<file path="src/rtl/multicycle_pkg.sv">
// Shared encodings for the multicycle control unit: state codes, ALU/cmd/Op codes, mux selects.
package multicycle_pkg;

  typedef enum logic [3:0] {
    StFetch    = 4'd0,
    StDecode   = 4'd1,
    StMemAdr   = 4'd2,
    StMemRd    = 4'd3,
    StMemWb    = 4'd4,
    StMemWr    = 4'd5,
    StExecuteR = 4'd6,
    StExecuteI = 4'd7,
    StAluWb    = 4'd8,
    StBranch   = 4'd9
  } state_t;

  localparam logic [1:0] ALU_ADD = 2'b00;
  localparam logic [1:0] ALU_SUB = 2'b01;
  localparam logic [1:0] ALU_AND = 2'b10;
  localparam logic [1:0] ALU_ORR = 2'b11;

  localparam logic [3:0] CMD_ADD = 4'b0100;
  localparam logic [3:0] CMD_SUB = 4'b0010;
  localparam logic [3:0] CMD_AND = 4'b0000;
  localparam logic [3:0] CMD_ORR = 4'b1100;
  localparam logic [3:0] CMD_CMP = 4'b1010;

  localparam logic [1:0] OP_DP  = 2'b00;
  localparam logic [1:0] OP_MEM = 2'b01;
  localparam logic [1:0] OP_BR  = 2'b10;

  localparam logic       ADR_PC     = 1'b0;
  localparam logic       ADR_ALU    = 1'b1;
  localparam logic [1:0] SRCA_RD1   = 2'b00;
  localparam logic [1:0] SRCA_PC    = 2'b01;
  localparam logic [1:0] SRCB_RD2   = 2'b00;
  localparam logic [1:0] SRCB_IMM   = 2'b01;
  localparam logic [1:0] SRCB_FOUR  = 2'b10;
  localparam logic [1:0] RES_ALUOUT = 2'b00;
  localparam logic [1:0] RES_DATA   = 2'b01;
  localparam logic [1:0] RES_ALU    = 2'b10;

  // Commands the datapath implements; anything else retires as a no-op.
  function automatic logic cmd_supported(input logic [3:0] cmd);
    return (cmd == CMD_ADD) || (cmd == CMD_SUB) || (cmd == CMD_AND) ||
           (cmd == CMD_ORR) || (cmd == CMD_CMP);
  endfunction

endpackage

</file>
<file path="src/rtl/multicycle_control_fsm_alu_op_decoder.sv">
// ALU decode for the data-processing states; keeps NoWrite asserted through ALUWB.
module alu_op_decoder
  import multicycle_pkg::*;
(
  input  logic       alu_op,
  input  logic [4:0] funct,     // cmd and S only; the I bit is consumed by the FSM
  input  logic       in_aluwb,
  output logic [1:0] alu_control,
  output logic [1:0] flag_w,
  output logic       no_write
);

  logic [3:0] cmd;
  logic       s_bit;
  logic       suppress;

  assign cmd      = funct[4:1];
  assign s_bit    = funct[0];
  assign suppress = (cmd == CMD_CMP) || !cmd_supported(cmd);

  always_comb begin
    alu_control = ALU_ADD;
    flag_w      = 2'b00;
    no_write    = 1'b0;
    if (alu_op) begin
      case (cmd)
        CMD_ADD: begin
          alu_control = ALU_ADD;
          flag_w      = s_bit ? 2'b11 : 2'b00;
        end
        CMD_SUB: begin
          alu_control = ALU_SUB;
          flag_w      = s_bit ? 2'b11 : 2'b00;
        end
        CMD_AND: begin
          alu_control = ALU_AND;
          flag_w      = s_bit ? 2'b10 : 2'b00;
        end
        CMD_ORR: begin
          alu_control = ALU_ORR;
          flag_w      = s_bit ? 2'b10 : 2'b00;
        end
        CMD_CMP: begin
          alu_control = ALU_SUB;
          flag_w      = 2'b11;
          no_write    = 1'b1;
        end
        default: no_write = 1'b1;
      endcase
    end else if (in_aluwb) begin
      no_write = suppress;
    end
  end

endmodule

</file>
<file path="src/rtl/multicycle_control_fsm.sv">
// Multicycle instruction sequencer: Moore FSM driving datapath selects and control requests.
module multicycle_control_fsm
  import multicycle_pkg::*;
(
  input  logic       clk,
  input  logic       reset,
  input  logic [1:0] Op,
  input  logic [5:0] Funct,
  input  logic [3:0] Rd,
  output logic       PCS,
  output logic       RegW,
  output logic       MemW,
  output logic [1:0] FlagW,
  output logic       NoWrite,
  output logic       NextPC,
  output logic       IRWrite,
  output logic       AdrSrc,
  output logic [1:0] ALUSrcA,
  output logic [1:0] ALUSrcB,
  output logic [1:0] ResultSrc,
  output logic [1:0] ALUControl,
  output logic [1:0] ImmSrc,
  output logic [1:0] RegSrc
);

  state_t state_q;
  logic   alu_op;
  logic   branch;
  logic   in_aluwb;

  always_ff @(posedge clk or posedge reset) begin
    if (reset) begin
      state_q <= StFetch;
    end else begin
      case (state_q)
        StFetch:  state_q <= StDecode;
        StDecode: begin
          case (Op)
            OP_MEM:  state_q <= StMemAdr;
            OP_DP:   state_q <= Funct[5] ? StExecuteI : StExecuteR;
            OP_BR:   state_q <= StBranch;
            default: state_q <= StFetch;
          endcase
        end
        StMemAdr:   state_q <= Funct[0] ? StMemRd : StMemWr;
        StMemRd:    state_q <= StMemWb;
        StExecuteR: state_q <= StAluWb;
        StExecuteI: state_q <= StAluWb;
        default:    state_q <= StFetch;
      endcase
    end
  end

  always_comb begin
    RegW      = 1'b0;
    MemW      = 1'b0;
    NextPC    = 1'b0;
    IRWrite   = 1'b0;
    AdrSrc    = ADR_PC;
    ALUSrcA   = SRCA_RD1;
    ALUSrcB   = SRCB_RD2;
    ResultSrc = RES_ALUOUT;
    alu_op    = 1'b0;
    branch    = 1'b0;
    case (state_q)
      StFetch: begin
        IRWrite   = 1'b1;
        NextPC    = 1'b1;
        ALUSrcA   = SRCA_PC;
        ALUSrcB   = SRCB_FOUR;
        ResultSrc = RES_ALU;
      end
      StDecode: begin
        ALUSrcA   = SRCA_PC;
        ALUSrcB   = SRCB_FOUR;
        ResultSrc = RES_ALU;
      end
      StMemAdr: ALUSrcB = SRCB_IMM;
      StMemRd:  AdrSrc = ADR_ALU;
      StMemWb: begin
        ResultSrc = RES_DATA;
        RegW      = 1'b1;
      end
      StMemWr: begin
        AdrSrc = ADR_ALU;
        MemW   = 1'b1;
      end
      StExecuteR: alu_op = 1'b1;
      StExecuteI: begin
        ALUSrcB = SRCB_IMM;
        alu_op  = 1'b1;
      end
      StAluWb: RegW = 1'b1;
      StBranch: begin
        ALUSrcB   = SRCB_IMM;
        ResultSrc = RES_ALU;
        branch    = 1'b1;
      end
      default: ;
    endcase
    PCS = ((Rd == 4'd15) && RegW) || branch;
  end

  assign in_aluwb = (state_q == StAluWb);
  assign ImmSrc   = Op;
  assign RegSrc   = {Op == OP_MEM, Op == OP_BR};

  alu_op_decoder u_alu_op_decoder (
    .alu_op      (alu_op),
    .funct       (Funct[4:0]),
    .in_aluwb    (in_aluwb),
    .alu_control (ALUControl),
    .flag_w      (FlagW),
    .no_write    (NoWrite)
  );

endmodule

</file>
<file path="config.mk">
export PLATFORM = sky130hd
export DESIGN_NAME = multicycle_control_fsm
export DESIGN_NICKNAME = d
export VERILOG_FILES = /design/src/rtl/multicycle_pkg.sv /design/src/rtl/multicycle_control_fsm_alu_op_decoder.sv /design/src/rtl/multicycle_control_fsm.sv
export SDC_FILE = /design/constraint.sdc
export NUM_CORES = 1
export LEC_CHECK = 0
export BUFFER_PORTS_ARGS = -buffer_cell sky130_fd_sc_hd__clkbuf_2
export CORE_AREA = 10 10 47 49
export CTS_CLUSTER_SIZE = 12
export DETAILED_ROUTE_END_ITERATION = 8
export DIE_AREA = 0 0 57 59
export PLACE_DENSITY = 0.83
export SKIP_LAST_GASP = 1
export SLEW_MARGIN = 10
export SYNTH_ARGS = -nofsm -noshare
export SYNTH_HDL_FRONTEND = slang
export SYNTH_HIERARCHICAL = 1
export SYNTH_SLANG_ARGS = --single-unit
export TNS_END_PERCENT = 30
</file>
<file path="constraint.sdc">
create_clock -name clk -period 3.9 [get_ports clk]
set_input_delay 0.585 -clock clk [delete_from_list [all_inputs] [get_ports clk]]
set_output_delay 0.585 -clock clk [all_outputs]
set_load 0.005 [all_outputs]
</file>
# == Yosys cells after proc, flatten, opt, wreduce, memory -nomap -nowiden ==
# Cells that the tools add are included.
# totals
input_bits,14
rom_bits,0
latch_bits,0
register_bits,4
ram_bits,0
output_inout_bits,21
n_memories,0
word_cells,60
# op_classes
n_reduce_logical,21
n_mux,22
div_mod_pow,0
addsub,0
n_mul,0
order_cmp,0
eq_ne,16
shift,0
n_bitwise,0
# op_table
operator,count
4-bit by 3-bit equality test with 1-bit output (second input constant),5
4-bit equality test (second input constant),5
4-bit one-hot mux with 5 select lines,1
2-bit OR reduction,7
4-bit by 2-bit equality test with 1-bit output (second input constant),3
2-bit one-hot mux with 3 select lines,2
4-bit one-hot mux with 3 select lines,1
1-bit 2-to-1 mux,11
4-bit zero test,2
2-bit 2-to-1 mux,4
2-bit one-hot mux with 2 select lines,2
1-bit logical OR,6
3-bit OR reduction,2
4-bit by 1-bit equality test with 1-bit output (second input constant),1
4-bit OR reduction,1
3-bit 2-to-1 mux,1
2-bit by 1-bit equality test with 1-bit output (second input constant),1
2-bit equality test (second input constant),1
2-bit zero test,1
1-bit logical AND,1
1-bit zero test,1

# == Depth between registers and ports, before layout ==
# Gate-level depths: netlist of the first run.
# logic_depth
depth_word,9
ltp_mapped,5
mapped_depth_nobuf,5

# == Modules after synthesis ==
# The synthesis of the first run kept the hierarchy.
# modules_own_cells
module,area_per_inst_um2,cells_each,seq_area_each_um2,n_inst
multicycle_control_fsm,425.4,51,100.1,1
alu_op_decoder,106.4,17,0.0,1

# == Worst setup path after synthesis of the first run ==
# No wires, ideal clock.
# synth_path
kind,flip-flop to output port
start,register state_q[3]
end,output port FlagW[1]
t_required_ns,3.315
n_path_buf,0
t_arrival_ns,1.395
path_slack_ns,1.920
path_stages_with_launch,6
path_cell_list,dfrtp_1 > nand2b_4 > or2_1 > inv_1 > nand2_1 > a2111oi_2
# synth_between
elab_chain_len,4
word_cells_on_any_way,5
cone_classes,2 x eq/ne; 2 x mux; 1 x reduce/logical
# synth_rtl
item,line_no,rtl
from (decl),multicycle_control_fsm.sv:26,state_t state_q;
from (signal assigned),multicycle_control_fsm.sv:33,state_q <= StFetch;
from (signal assigned),multicycle_control_fsm.sv:36,StFetch: state_q <= StDecode;
from (signal assigned),multicycle_control_fsm.sv:39,OP_MEM: state_q <= StMemAdr;
4-bit by 3-bit equality test with 1-bit output,multicycle_control_fsm.sv:65,case (state_q)
2-bit OR reduction (no source line) (*),--,
1-bit 2-to-1 mux (*),multicycle_control_fsm.sv:65,
net alu_op,multicycle_control_fsm.sv:27,logic alu_op;
2-bit 2-to-1 mux (*),multicycle_control_fsm_alu_op_decoder.sv:25,if (alu_op) begin
to (decl),multicycle_control_fsm.sv:13,"output logic [1:0] FlagW,"
# The timed path passes the listed nets; every way through them passes the cells marked *.

# == Worst setup path after layout of the first run ==
# layout_path
start,register state_q[1]
end,output port FlagW[1]
# Same word-level chain as after synthesis.

==> metrics, run 1 <==
status=complete, no violations; fin. max-slew vios=0; root buffer selected by CTS=clkbuf_4; Post-CTS Hold Fix Bufs=0; Synth area leader=dfrtp_1; CP top delay family=flip-flops; initial antenna violation count=0; worst rel slew slack=between 60% and 70%; Core Rows=14; Pleak=around 0.35 nW; # clock sinks=4; yosys warns=6; Area after DPL=665.6 um^2; Fin. Hold Viols=0; Critical Path RT=between 3 and 4 ns; most numerous cell in the Yosys netlist=nor2_1; Die Ht=59 um; Setup Viol. Count Final=0; Synth Flop Type=dfrtp_1; register bank with the most flops=state_q; Buffers on Ports=33; Worst Path Class, Setup=register to primary output; PD cells=~700 nW/um^2; Post-synth EDFFs=0; most frequent cells after synthesis=10 x nor2_1, 6 x inv_1, 6 x nor3_1; fin nets=~110; vias per cell=4.903; fmax=between 0.3 and 0.4 GHz; Clock Path Buffers=2; Mapped Cells=between 60 and 70; critical-path cell list=inv_1 -> or2_1 -> inv_1 -> nand2_1 -> a2111oi_2 -> clkbuf_2; min cycle time layout=around 2.6 ns; initial drt markers=10; Peak VDD IR=between 0.0003 and 0.0004 V; Yosys top cell area share=18.82%; worst hold path type=input pin to async pin; first-pass GRT wire length=2518 um; Synth Net Count=82; H-tree depth=1; pin count of the biggest net entering global routing=15; clk_lat worst skew=~0.23 ns; Final period util=just under 70%; fraction of registers with async set/reset=between 90% and 100%; CP endpoint kind=primary output; GPL Wtd Cong=between 0.8 and 0.9; Core Region=1401 um^2; Critical Path AT=slightly above 2 ns; via count=~550; gr usage total=under 10%; total wire length=approximately 1600 um; Critical Path Fanout Max=14; setup_tns=0 ns; chip width=around 57 um; Regs by FF count=state_q (4); Final ANT Viol Nets=0; post-CTS resize count=0; unique cell type count in the Yosys netlist=30; Max stage delay cell, worst path=dfrtp_1; drt wl/cell=about 14 um; max FFs per register=4; Area Overhead vs Synth=29.41%; HPWL after DPL=1326 um; sequential fraction of the synthesis area=18.82%; DRC=0; drt pass-1 iters=4; syn_area_per_cell=between 7 and 8 um^2; Design Area, Final=between 600 and 700 um^2; cell mode on critical path=inv_1; CTS tree=built; Initial Util=between 30% and 40%; Synth Cell Area=roughly 530 um^2; GRT overflow=0; setup bufs post-CTS=0; Num CTS Buffers=3; unrepaired setup endpoints after global routing=false; Crit path largest cell delay=roughly 0.65 ns; antenna cells=0; top cells by area, synth=dfrtp_1 19%, nor2_1 7.1%, nor3_1 5.6%; io pins=35; Slew @ Worst Pin=~0.5 ns; vias in the first global route=~560; full die area=roughly 3400 um^2; Startpoint Class=register; skew final=0.001285 ns; CTS clk-pin slew, worst paths=about 0.040 ns; Seq cells post-synth=4; layout cells sized above 1=a little over two fifths; Buf/Inv on CP=3; Max Cap Viol=0
==> layout make-up <==
class	count	area, um^2
flip-flops and latches	4	100.1
clock buffers	3	22.52
inverters	6	22.52
well taps	16	20.02
repair buffers	33	165.2
fillers	151	713.2
multi-input cells	51	357.8
==> cells in the final DEF, fill, tap and decap left out, types with 3 or more instances in the layout <==
master	n
a21oi_1	4
clkbuf_2	33
clkbuf_4	3
dfrtp_1	4
inv_1	6
nand2_1	3
nand2b_1	3
nor2_1	10
nor2b_1	3
nor3_1	6
==> report_power, final <==
| group | switching (mW) | internal [mW] | total, mW |
|---|---|---|---|
| Combinational | 0.151 | 0.152 | 0.303 |
| Sequential | 0.0636 | 0.0605 | 0.124 |
| Clock | 0.0173 | 0.0344 | 0.0517 |
==> cell families (layout without fill, tap and decap cells) <==
logic type	after synthesis	after routing	share of synthesized area, %
other	1	1	0.7052
XOR/XNOR	2	2	3.295
buffers and inverters	13	42	13.88
flip-flops	4	4	18.82
AND/OR/NAND/NOR	33	33	36.00
AO/OA/AOI/OAI	15	15	27.30
==> worst paths after layout <==
check / from / endpoint / slack, ns / cells after the start
max: state_q[1] / FlagW[1] / 1.26 / 6
min: reset / state_q[3] / 0.20 / 2
max reg2reg: state_q[1] / state_q[3] / 2.64 / 3
min reg2reg: state_q[0] / state_q[0] / 0.79 / 1
max in group asynchronous: reset / state_q[0] / 3.55 / 2
min in group clk: Op[0] / state_q[3] / 0.65 / 2
==> per-stage QoR <==
stage          hold slack (ns)  setup WS [ns]  std cells  total power [mW]  utilization [%]
2_1_floorplan           0.3511          1.920         68            0.3432                -
3_3_place_gp            0.4484          1.601        110            0.4240            47.50
3_5_place_dp            0.4535          1.550        110            0.4323            47.50
4_1_cts                 0.2013          1.294        113            0.4860            49.11
5_1_grt                 0.2065          1.140        113            0.5281            49.11
6_report                0.2024          1.263        113            0.4788            49.11
==> metal layers <==
layer / up-vias / share of wire, % / GRT usage [%]
met5: - / 0 / 0
met4: 0 / 0.95 / 4.027
met3: 2 / 4.4 / 2.361
met2: 11 / 58 / 17.36
met1: 251 / 37 / 8.612
li1: 290 / - / -
Power figures use the tool's default switching activity.
==> run 2, diff against run 1 <==
- ABC_AREA: unset -> 1
- PLACE_DENSITY: 0.83 -> 0.78
- clock period: 3.9 -> 2.5 ns (I/O delays scaled with it)
==> metrics, run 2 <==
status=complete, no violations; PD cells=879.5 nW/um^2; Mapped Cells=~90; Fin. Hold Viols=0; Final Core Density=around 48%; commonest non-fill, non-tap cell in the layout=clkbuf_2; Area after DPL=about 630 um^2; switching power=288.5 uW; HPWL after DPL=roughly 1300 um; Initial Util=34.20%; Core Rows=14; fmax=roughly 0.56 GHz; drt wl/cell=approximately 11 um; combinational share of power=64.0%; Synth area leader=nand2_1; DRC=0; fin nets=137; critical-path cell list=inv_1 -> nand2_1 -> nor2_1 -> inv_1 -> a21oi_1 -> clkbuf_2; initial drt markers=13; WHS=~0.42 ns; first-pass GRT wire length=2297 um; setup_tns=0 ns; Fillers=around 160; initial antenna violation count=0; CP Launch Point=state_q[3]; Max stage delay cell, worst path=dfrtp_1; unique cell type count in the Yosys netlist=17; Synth Flop Type=dfrtp_1; setup bufs post-CTS=0; gr usage total=slightly above 8%; GPL Wtd Cong=0.8706; Synth Net Count=between 100 and 150; fraction of registers with async set/reset=100.0%; Area Overhead vs Synth=39.16%; Buffers on Ports=33; CP endpoint kind=primary output; # clock sinks=4; Buf/Inv on CP=3; Post-synth EDFFs=0; io pins=35; Final ANT Viol Nets=0; Setup Viol. Count Final=0; internal power=298.0 uW; root buffer selected by CTS=clkbuf_4; register bank with the most flops=state_q; multi-input logic area=roughly 280 um^2; cell mode on critical path=inv_1; top cells by area, synth=nand2_1 23%, dfrtp_1 21%, inv_1 12%; max FFs per register=4; Place WS=0.9727 ns; part of the power in registers=22.0%; yosys warns=6; Worst Setup EP=ALUControl[0]; Critical Path AT=1.41 ns; Switching Share=49.19%; area taken by flip-flops and latches=100.1 um^2; via count=around 630; most frequent cells in the layout=33 x clkbuf_2, 29 x nand2_1, 15 x inv_1; Critical Path Fanout Max=4; CTS clk-pin slew, worst paths=around 0.04 ns; layout cells sized above 1=36.36%; Crit path largest cell delay=approximately 0.38 ns; Worst Path Class, Setup=register to primary output; min cycle time layout=between 1.5 and 2 ns; CP top delay family=flip-flops; vias per cell=roughly 4.6; total wire length=between 1000 and 1500 um; antenna cells=0; fin. max-slew vios=0; Clk pwr share=14.0%; full die area=roughly 3400 um^2; Pleak=between 0.4 and 0.5 nW; syn_area_per_cell=between 5 and 6 um^2; Synth Cell Area=approximately 480 um^2; Final period util=a little under three quarters; pin count of the biggest net entering global routing=8; Register-to-Register Setup Slack=about 1.5 ns; Die Ht=between 50 and 60 um; H-tree depth=1; most numerous cell in the Yosys netlist=nand2_1; Post-CTS Hold Fix Bufs=1; final worst slack=between 0.7 and 0.8 ns; Num CTS Buffers=3; Peak VDD IR=0.0004923 V; chip width=between 50 and 60 um; unrepaired setup endpoints after global routing=false; Design Area, Final=between 600 and 700 um^2; skew final=around 0.00033 ns; Max Cap Viol=0; GRT overflow=0; most frequent cells after synthesis=29 x nand2_1, 15 x inv_1, 10 x nor2_1; vias in the first global route=between 500 and 600; reg2reg start=state_q[1]; Clock Path Buffers=2; Regs by FF count=state_q (4); Critical Path RT=~2.1 ns; reg2reg end=state_q[2]; sequential fraction of the synthesis area=between 20% and 30%; Reg2Reg Depth=5; Core Region=about 1400 um^2; worst hold path type=input pin to register; post-CTS resize count=0; Seq cells post-synth=4; drt pass-1 iters=5; CP Depth=6; Startpoint Class=register; CTS tree=built; clk_lat worst skew=around 0.23 ns; Yosys top cell area share=22.72%
run 2: cell types whose count changed after synthesis, moves of 3 or more:
cell      delta
inv_1        +9
inv_2        +3
nand2_1     +26
nand2b_1     -3
nand3_1      +7
nor2b_1      -3
nor3_1       -5
run 2: kinds of logic after synthesis:
kind of cell | share of synthesized area, %
buffers and inverters | 20.36
DFF | 20.89
other | 0.7825
and+or+nand+nor | 47.52
AOI/OAI and AO/OA | 10.44
run 2: how the worst min path moves through the flow:
stage,cells past startpoint,to,start
after floorplan,1,state_q[0],reset
after global placement,2,state_q[0],reset
after detailed placement,2,state_q[0],reset
after CTS,3,state_q[1],Funct[0]
after global routing,3,state_q[1],Funct[0]
final,3,state_q[1],Funct[0]
run 2: stage by stage:
stage / power [mW] / cells
2_1_floorplan: 0.3643 / 88
3_3_place_gp: 0.5013 / 133
3_5_place_dp: 0.5112 / 133
4_1_cts: 0.5937 / 137
5_1_grt: 0.6556 / 137
6_report: 0.5865 / 137
run 2: layer usage:
layer | global-route usage [%] | share of wire [%] | up-vias | routed length (um)
met3 | 1.717 | 5.7 | 2 | 83
met1 | 8.144 | 38 | 272 | 561
li1 | - | - | 328 | -
met2 | 15.19 | 54 | 23 | 798
met4 | 5.034 | 1.7 | 0 | 25
met5 | 0 | 0 | - | 0
run 2: area by class of cell:
cell class                 count  share of cell area, %
inverter                      18                  10.13
clock buffer                   3                  3.377
sequential                     4                  15.01
tap                           16                  3.002
multi-input combinational     62                  42.21
timing repair buffer          34                  26.27
run 2: worst reg2reg max path: stages (launching register included):
cell and delay [ns]:
dfrtp_1 0.42, inv_2 0.12, nand2_2 0.09, nor2_4 0.13, nand3_1 0.08, nand2_1 0.07
run 2: power by group through the flow:
stage	combinational, mW	clock [mW]	sequential, mW
3_3_place_gp	0.373	0	0.128
3_5_place_dp	0.382	0	0.129
5_1_grt	0.434	0.0866	0.135
2_1_floorplan	0.243	0	0.121
4_1_cts	0.384	0.0813	0.129
6_report	0.375	0.0821	0.129
==> run 3, diff against run 2 <==
- ABC_AREA: 1 -> 0
- CORE_AREA: 10 10 47 49 -> unset
- CORE_MARGIN: unset -> 10
- CORE_UTILIZATION: unset -> 40
- DIE_AREA: 0 0 57 59 -> unset
- PLACE_DENSITY: 0.78 -> 0.83
- clock period: 2.5 -> 1.75 ns (I/O delays scaled with it)
==> metrics, run 3 (synthesis results as in run 1) <==
status=complete, no violations; max FFs per register=4; full die area=3188 um^2; Max Cap Viol=0; fin. max-slew vios=0; Setup Viol. Count Final=0; Core Region=between 1000 and 1500 um^2; drt wl/cell=about 14 um; Fin. Hold Viols=0; Initial Util=about 41%; Place WS=approximately 0.043 ns; Final period util=between 90% and 100%; initial antenna violation count=0; Crit path largest cell delay=about 0.42 ns; vias in the first global route=around 630; first-pass GRT wire length=2718 um; hold path depth=2; Clock Path Buffers=2; initial drt markers=10; gr usage total=under 10%; # clock sinks=4; Regs by FF count=state_q (4); Hold Path Sink=state_q[3]; critical-path cell list=nand2b_4 -> and2_4 -> a2111oi_4 -> clkbuf_2; io pins=35; Area Overhead vs Synth=46.59%; layout cells sized above 1=53.40%; Final Core Density=between 60% and 70%; Peak VDD IR=roughly 0.00090 V; CTS tree=built; GPL Wtd Cong=0.7950; CP endpoint kind=primary output; reg2reg end=state_q[3]; Reg2Reg Depth=3; Buf/Inv on CP=1; setup_tns=0 ns; total wire length=1651 um; Critical Path RT=between 1 and 1.5 ns; CP top delay family=flip-flops; min cycle time layout=between 1.5 and 2 ns; root buffer selected by CTS=clkbuf_4; Critical Path Fanout Max=3; reg2reg start=state_q[2]; Max stage delay cell, worst path=dfrtp_1; Pleak=between 0.3 and 0.4 nW; Core Rows=13; via count=594; chip width=56.46 um; register bank with the most flops=state_q; worst hold path type=input pin to register; Num CTS Buffers=3; CP Depth=4; CTS clk-pin slew, worst paths=roughly 0.04 ns; DRC=0; Register-to-Register Setup Slack=0.48 ns; fin nets=between 100 and 150; commonest non-fill, non-tap cell in the layout=clkbuf_2; Die Ht=approximately 56 um; final total power=1.198 mW; most frequent cells in the layout=31 x clkbuf_2, 10 x nor2_1, 5 x inv_1, 5 x buf_4; Startpoint Class=register; Area after DPL=between 600 and 700 um^2; vias per cell=5.034; skew final=0.003877 ns; HPWL after DPL=1322 um; antenna cells=0; Placed Cells=between 100 and 150; clk_lat worst skew=~0.23 ns; fmax=around 0.58 GHz; Buffers on Ports=33; Final ANT Viol Nets=0; WHS=0.3247 ns; pin count of the biggest net entering global routing=14; Hold Startpoint=Op[0]; H-tree depth=1; Post-Layout Cell Count=about 120; final worst slack=approximately 0.012 ns; unrepaired setup endpoints after global routing=true; PD cells=approximately 1500 nW/um^2; drt pass-1 iters=4; GRT overflow=0; Critical Path AT=between 1 and 1.5 ns; Design Area, Final=around 780 um^2; Worst Path Class, Setup=register to primary output
-- run 3: area by class of cell --
cell class                 count  area (um^2)
fill                         111        505.5
multi-input combinational     51        399.1
timing repair buffer          39        212.7
sequential                     4        101.3
inverter                       6        25.02
clock buffer                   3        22.52
tap                           15        18.77
-- run 3: worst reg2reg max path: stages, from the launching register on --
cell and delay [ns]:
dfrtp_1 0.42, buf_4 0.17, or2_4 0.29, o41ai_4 0.29
-- run 3: worst max-delay path by stage --
stage	startpoint	slack, ns	to
2_1_floorplan	state_q[3]	0.09	FlagW[1]
3_3_place_gp	state_q[3]	0.10	FlagW[1]
3_5_place_dp	state_q[3]	0.04	FlagW[1]
4_1_cts	state_q[3]	-0.04	FlagW[1]
5_1_grt	state_q[3]	-0.06	FlagW[1]
6_report	state_q[2]	0.01	PCS
-- run 3: what timing repair did --
item | CTS | global route
buffers inserted | 0 | 1
endpoints found under the hold margin | 4 | 0
pin swaps | 1 | 1
endpoints found under the setup margin | 4 | 11
hold buffers | 1 | 0
resized for setup | 3 | 10
-- run 3: power breakdown --
group | internal [mW] | switching, mW | leakage [nW] | total [mW]
logic | 0.431 | 0.443 | 0.328 | 0.873
registers | 0.139 | 0.0751 | 0.0507 | 0.214
clock network | 0.0765 | 0.0346 | 0.0138 | 0.111
total | 0.646 | 0.552 | 0.392 | 1.20
-- run 3: layer usage --
metal	up-vias	track usage [%]	wire length, um
met3	2	4.045	95
li1	305	-	-
met5	-	0	0
met1	271	9.238	586
met4	0	2.062	14
met2	16	19.28	955
